==> src/rtl/mips_regfile_bist_pkg.sv <==
// Shared types and data-pattern helpers for the MIPS register-file BIST.
// Expected read data accounts for r0 being hardwired to zero.
package mips_bist_pkg;

  typedef enum logic [2:0] {
    IDLE,
    WRITE_A,
    READ_A,
    WRITE_B,
    READ_B,
    DONE_PASS,
    DONE_FAIL
  } bist_state_t;

  localparam logic [31:0] DEFAULT_PATTERN_A = 32'hAAAAAAAA;
  localparam logic [31:0] DEFAULT_PATTERN_B = 32'h55555555;

  // Mixing the register number into the pattern makes address aliasing visible.
  function automatic logic [31:0] pattern_word(input logic [31:0] pattern,
                                               input logic [4:0]  regnum);
    return pattern ^ {27'b0, regnum};
  endfunction

  function automatic logic [31:0] expected_word(input logic [31:0] pattern,
                                                input logic [4:0]  regnum);
    return (regnum == 5'd0) ? 32'd0 : pattern_word(pattern, regnum);
  endfunction

endpackage

==> src/rtl/mips_regfile_bist_cmp.sv <==
// Dual read-port compare against the expected pattern; rd1 wins when both
// ports disagree so the reported failure is deterministic.
module mips_regfile_bist_cmp
  import mips_bist_pkg::*;
(
  input  logic [31:0] pattern,
  input  logic [4:0]  rd1_regnum,
  input  logic [4:0]  rd2_regnum,
  input  logic [31:0] rd1_data,
  input  logic [31:0] rd2_data,
  output logic        mismatch,
  output logic        sel_port,
  output logic [4:0]  sel_regnum,
  output logic [31:0] sel_data
);

  logic rd1_bad;
  logic rd2_bad;

  assign rd1_bad  = (rd1_data != expected_word(pattern, rd1_regnum));
  assign rd2_bad  = (rd2_data != expected_word(pattern, rd2_regnum));
  assign mismatch = rd1_bad | rd2_bad;

  always_comb begin
    sel_port   = 1'b0;
    sel_regnum = rd1_regnum;
    sel_data   = rd1_data;
    if (!rd1_bad && rd2_bad) begin
      sel_port   = 1'b1;
      sel_regnum = rd2_regnum;
      sel_data   = rd2_data;
    end
  end

endmodule

==> src/rtl/mips_regfile_bist.sv <==
// Register-file BIST: write/read-back with two complementary patterns,
// stopping at the first mismatch and latching where it occurred.
module mips_regfile_bist
  import mips_bist_pkg::*;
#(
  parameter int          NUM_REGS  = 32,
  parameter logic [31:0] PATTERN_A = DEFAULT_PATTERN_A,
  parameter logic [31:0] PATTERN_B = DEFAULT_PATTERN_B
) (
  input  logic        clk,
  input  logic        reset,
  input  logic        start,
  output logic [4:0]  rf_wr_regnum,
  output logic [31:0] rf_wr_data,
  output logic        rf_wr_enable,
  output logic [4:0]  rf_rd1_regnum,
  output logic [4:0]  rf_rd2_regnum,
  input  logic [31:0] rf_rd1_data,
  input  logic [31:0] rf_rd2_data,
  output logic        busy,
  output logic        done,
  output logic        pass,
  output logic        fail_port,
  output logic [4:0]  fail_regnum,
  output logic [31:0] fail_data
);

  localparam logic [4:0] LAST = 5'(NUM_REGS - 1);

  bist_state_t state, state_next;
  logic [4:0]  i;
  logic [31:0] cmp_pattern;
  logic        mismatch;
  logic        sel_port;
  logic [4:0]  sel_regnum;
  logic [31:0] sel_data;
  logic        load_fail;
  logic        restart;

  assign cmp_pattern = (state == READ_B) ? PATTERN_B : PATTERN_A;

  mips_regfile_bist_cmp u_cmp (
    .pattern    (cmp_pattern),
    .rd1_regnum (rf_rd1_regnum),
    .rd2_regnum (rf_rd2_regnum),
    .rd1_data   (rf_rd1_data),
    .rd2_data   (rf_rd2_data),
    .mismatch   (mismatch),
    .sel_port   (sel_port),
    .sel_regnum (sel_regnum),
    .sel_data   (sel_data)
  );

  always_comb begin
    state_next    = state;
    rf_wr_enable  = 1'b0;
    rf_wr_regnum  = 5'd0;
    rf_wr_data    = 32'd0;
    rf_rd1_regnum = 5'd0;
    rf_rd2_regnum = 5'd0;
    busy          = 1'b0;
    done          = 1'b0;
    pass          = 1'b0;
    load_fail     = 1'b0;
    restart       = 1'b0;
    case (state)
      IDLE, DONE_PASS, DONE_FAIL: begin
        done = (state != IDLE);
        pass = (state == DONE_PASS);
        if (start) begin
          state_next = WRITE_A;
          restart    = 1'b1;
        end
      end
      WRITE_A, WRITE_B: begin
        busy         = 1'b1;
        rf_wr_enable = 1'b1;
        rf_wr_regnum = i;
        rf_wr_data   = pattern_word((state == WRITE_A) ? PATTERN_A : PATTERN_B, i);
        if (i == LAST) state_next = (state == WRITE_A) ? READ_A : READ_B;
      end
      READ_A, READ_B: begin
        busy          = 1'b1;
        rf_rd1_regnum = i;
        rf_rd2_regnum = LAST - i;
        if (mismatch) begin
          state_next = DONE_FAIL;
          load_fail  = 1'b1;
        end else if (i == LAST) begin
          state_next = (state == READ_A) ? WRITE_B : DONE_PASS;
        end
      end
      default: state_next = IDLE;
    endcase
  end

  // Failure record is reset too: all outputs must read zero after reset.
  always_ff @(posedge clk) begin
    if (!reset) begin
      state       <= IDLE;
      i           <= 5'd0;
      fail_port   <= 1'b0;
      fail_regnum <= 5'd0;
      fail_data   <= 32'd0;
    end else begin
      state <= state_next;
      // Phase changes coincide with i == LAST, so any state change wraps i.
      if (busy && state_next == state) i <= i + 5'd1;
      else                             i <= 5'd0;
      if (load_fail) begin
        fail_port   <= sel_port;
        fail_regnum <= sel_regnum;
        fail_data   <= sel_data;
      end else if (restart) begin
        fail_port   <= 1'b0;
        fail_regnum <= 5'd0;
        fail_data   <= 32'd0;
      end
    end
  end

endmodule

==> config.mk <==
export PLATFORM = sky130hd
export DESIGN_NAME = mips_regfile_bist
export DESIGN_NICKNAME = d
export VERILOG_FILES = /design/src/rtl/mips_regfile_bist_pkg.sv /design/src/rtl/mips_regfile_bist_cmp.sv /design/src/rtl/mips_regfile_bist.sv
export SDC_FILE = /design/constraint.sdc
export NUM_CORES = 1
export LEC_CHECK = 0
export ABC_CLOCK_PERIOD_IN_PS = 3920
export BUFFER_PORTS_ARGS = -buffer_cell sky130_fd_sc_hd__buf_2
export CORE_ASPECT_RATIO = 1.2
export CORE_MARGIN = 2
export CORE_UTILIZATION = 36
export DETAILED_ROUTE_END_ITERATION = 10
export GPL_TIMING_DRIVEN = 0
export SYNTH_ARGS = -nofsm -noshare
export SYNTH_HDL_FRONTEND = slang
export SYNTH_SLANG_ARGS = --single-unit
==> constraint.sdc <==
create_clock -name clk -period 3.92 [get_ports clk]
set_input_delay 0.784 -clock clk [delete_from_list [all_inputs] [get_ports clk]]
set_output_delay 0.784 -clock clk [all_outputs]
set_load 0.1 [all_outputs]
==> results_dict.tcl <==
set metrics [dict create \
    wl_met3_um 854 \
    cts-root-buf "clkbuf_16" \
    crit_arrival_ns 3.74 \
    antenna_left 0 \
    synth_area_um2 3630 \
    synth_edf_count 0 \
    grt_pass1_vias 3956 \
    grt_overflow_total 0 \
    setup_tns_ns 0 \
    layout_common_cells "171 x buf_2, 46 x dfxtp_1, 39 x nand2b_1" \
    fin_crit_sh_pct 89.6 \
    synthArstFlopShare_pct 0 \
    cts_sinks 46 \
    crit_top_cell "buf_2" \
    cp_num_buf_inv 5 \
    slew_violations 0 \
    via_count 4140 \
    n_antenna_cell 0 \
    grt_use_total_pct 22.9 \
    drc 0 \
    worst_clock_skew_ns 0.00440 \
    cp_slowest_cell "or4_1" \
    setup_viol 0 \
    floorplan.initialDensity_pct 36.7 \
    worstPathRequired_ns 4.15 \
    drt-met1-wl_mm 5.47 \
    io_pins 156 \
    synth_cell_type_count 62 \
    yosys.area.top_type "dfxtp_1" \
    rows 40 \
    yosys_warnings 0 \
    total_power_w 0.00130 \
    slowest_delay_ns 0.56 \
    crit_fanout 10 \
    avgViaCountPerCell 5.52 \
    slew_headroom_pct 49.4 \
    cts_setup_buffers 0 \
    cap_violations 0 \
    hold_viol 0 \
    fmax_ghz 0.285 \
    antenna_found_initial 0 \
    die_w_um 95.7 \
    status "completed" \
    crit_chain "buf_2 > inv_1 > buf_2 > o221ai_1 > nor4_1 > o22ai_1 > or4_1 > clkbuf_1 > o21a_1 > nand2b_1 > buf_2 > o221a_1" \
    ys_ff_latch 46 \
    die_area_um2 10900 \
    drt_iter0_markers 211 \
    io_buffers 155 \
    ctsResizeCount 0 \
    firstDrtPassIters 5 \
    clk_pin_slew_ns 0.06 \
    gp_congestion 0.914 \
    cp-start-kind "flop" \
    synthFlopType "dfxtp_1" \
    synth.top_cell.area_share_pct 25.4 \
    routedWlPerCell_um 17.1 \
    cts_buffers 5 \
    hp-class "flop to flop" \
    drt_wl_total_mm 12.9 \
    dp_hpwl_mm 10.0 \
    num-nets-final 692 \
    leakagePower_nw 2.22 \
    path_delay_family "simple AND/OR/NAND/NOR gates" \
    drive_above_1_share_pct 35.1 \
    synthCells 461 \
    ys_seq_area_share_pct 25.4 \
    cts_tree "yes" \
    area_delta_synth_final_pct 30.3 \
    peakVddDrop_v 0.000202 \
    p_per_area_nw_per_um2 276 \
    synth_area_per_cell_um2 7.88 \
    worst_pin_slew_ns 0.759 \
    design.core.area_um2 9910 \
    ctsLongestPathBuffers 2 \
    met2RoutedLength_mm 6.07 \
    grt_max_degree 17 \
    final_common_cell "buf_2" \
    syn_nets 530 \
    path_class "flop to flop" \
    end_kind "flop" \
    ctsHoldBuffers 0 \
    final.min_clock_period_ns 3.51 \
    synthTopCellsByArea "dfxtp_1 25%, o221a_1 9.9%, nand2b_1 6.7%" \
    htree_levels 2 \
    clk-insertion-delay-late_ns 0.29 \
    rsz0062_at_grt "no" \
    routed.top_layer "met4" \
    die_y_um 114 \
    grt_pass1_wl_mm 19.9 \
]
worst paths after layout:
| path | startpoint | end | slack (ns) | depth (start not counted) |
|---|---|---|---|---|
| worst max-delay path | state[0]$_SDFF_PN0_ | fail_data[26]$_SDFFE_PN0P_ | 0.41 | 12 |
| worst min-delay path | fail_port$_SDFFE_PN0P_ | fail_port$_SDFFE_PN0P_ | 0.52 | 2 |
| worst max register to register | state[0]$_SDFF_PN0_ | fail_data[26]$_SDFFE_PN0P_ | 0.41 | 12 |
| worst min register to register | fail_port$_SDFFE_PN0P_ | fail_port$_SDFFE_PN0P_ | 0.52 | 2 |
power by group:
| part | internal, W | switching (W) | total (W) |
|---|---|---|---|
| logic | 0.0000877 | 0.000281 | 0.000368 |
| clock network | 0.000273 | 0.000190 | 0.000462 |
| registers | 0.000471 | 0.00000218 | 0.000473 |
| total | 0.000831 | 0.000472 | 0.00130 |
flip-flops by register name, indices dropped and copies added (netlist names):
signal,count
fail_regnum,5
fail_port,1
fail_data,32
state,3
i,5
worst min-delay path, cell delays in order (launching register included):
cell,delay [ns]
dfxtp_1,0.31
a21oi_1,0.12
nor3_1,0.05
final cells by class:
cell class              count  area [um^2]
plain buffers              64          377
clock buffers               7          153
clock inverters             1         8.76
fillers                  1012         5180
inverters                  10         37.5
multi-input cells         341         2300
flip-flops and latches     46          921
well taps                 126          158
repair buffers            155          776
cell usage after synthesis (all sizes together) (4+ instances only):
cell and n:
o22ai 5, o21bai 5, dfxtp 46, nor3b 6, nand3 4, nand2b 39, or4 7, buf 45
a211oi 5, o221a 33, o21ai 23, xnor2 5, a21oi 7, nor2 35, nor3 13, and3 33
nand4 14, nand2 22, o21a 6, inv 9, and2 9, nor4 12, xor2 4, a31oi 9
clkbuf 19
stage by stage:
step,util [%],hold WS [ns],setup WS (ns),cell area [um^2],std cells
after detailed placement,46.1,0.505,0.179,4570,742
after floorplan,-,0.638,0.476,3640,461
after global routing,47.8,0.588,0.138,4730,750
after CTS,47.8,0.520,0.444,4730,750
final,47.8,0.519,0.406,4730,750
after global placement,46.1,0.505,0.180,4570,742
cells by family (layout without fill, tap and decap cells):
group	Yosys count	count (layout)	share of synthesized area, %
DFF	46	46	25.4
and+or+nand+nor	211	211	33.7
muxes	5	5	1.45
adders and majority gates	2	2	0.689
AOI/OAI and AO/OA	114	114	25.3
xor gates and xnor gates	9	9	2.17
buffers and inverters	74	237	11.4
per-layer routing:
| layer | vias to the layer above | track usage [%] |
|---|---|---|
| li1 | 2029 | - |
| met1 | 1890 | 29.0 |
| met2 | 197 | 39.3 |
| met3 | 24 | 2.51 |
| met4 | 0 | 9.24 |
| met5 | - | 0 |
Power figures use the tool's default switching activity.
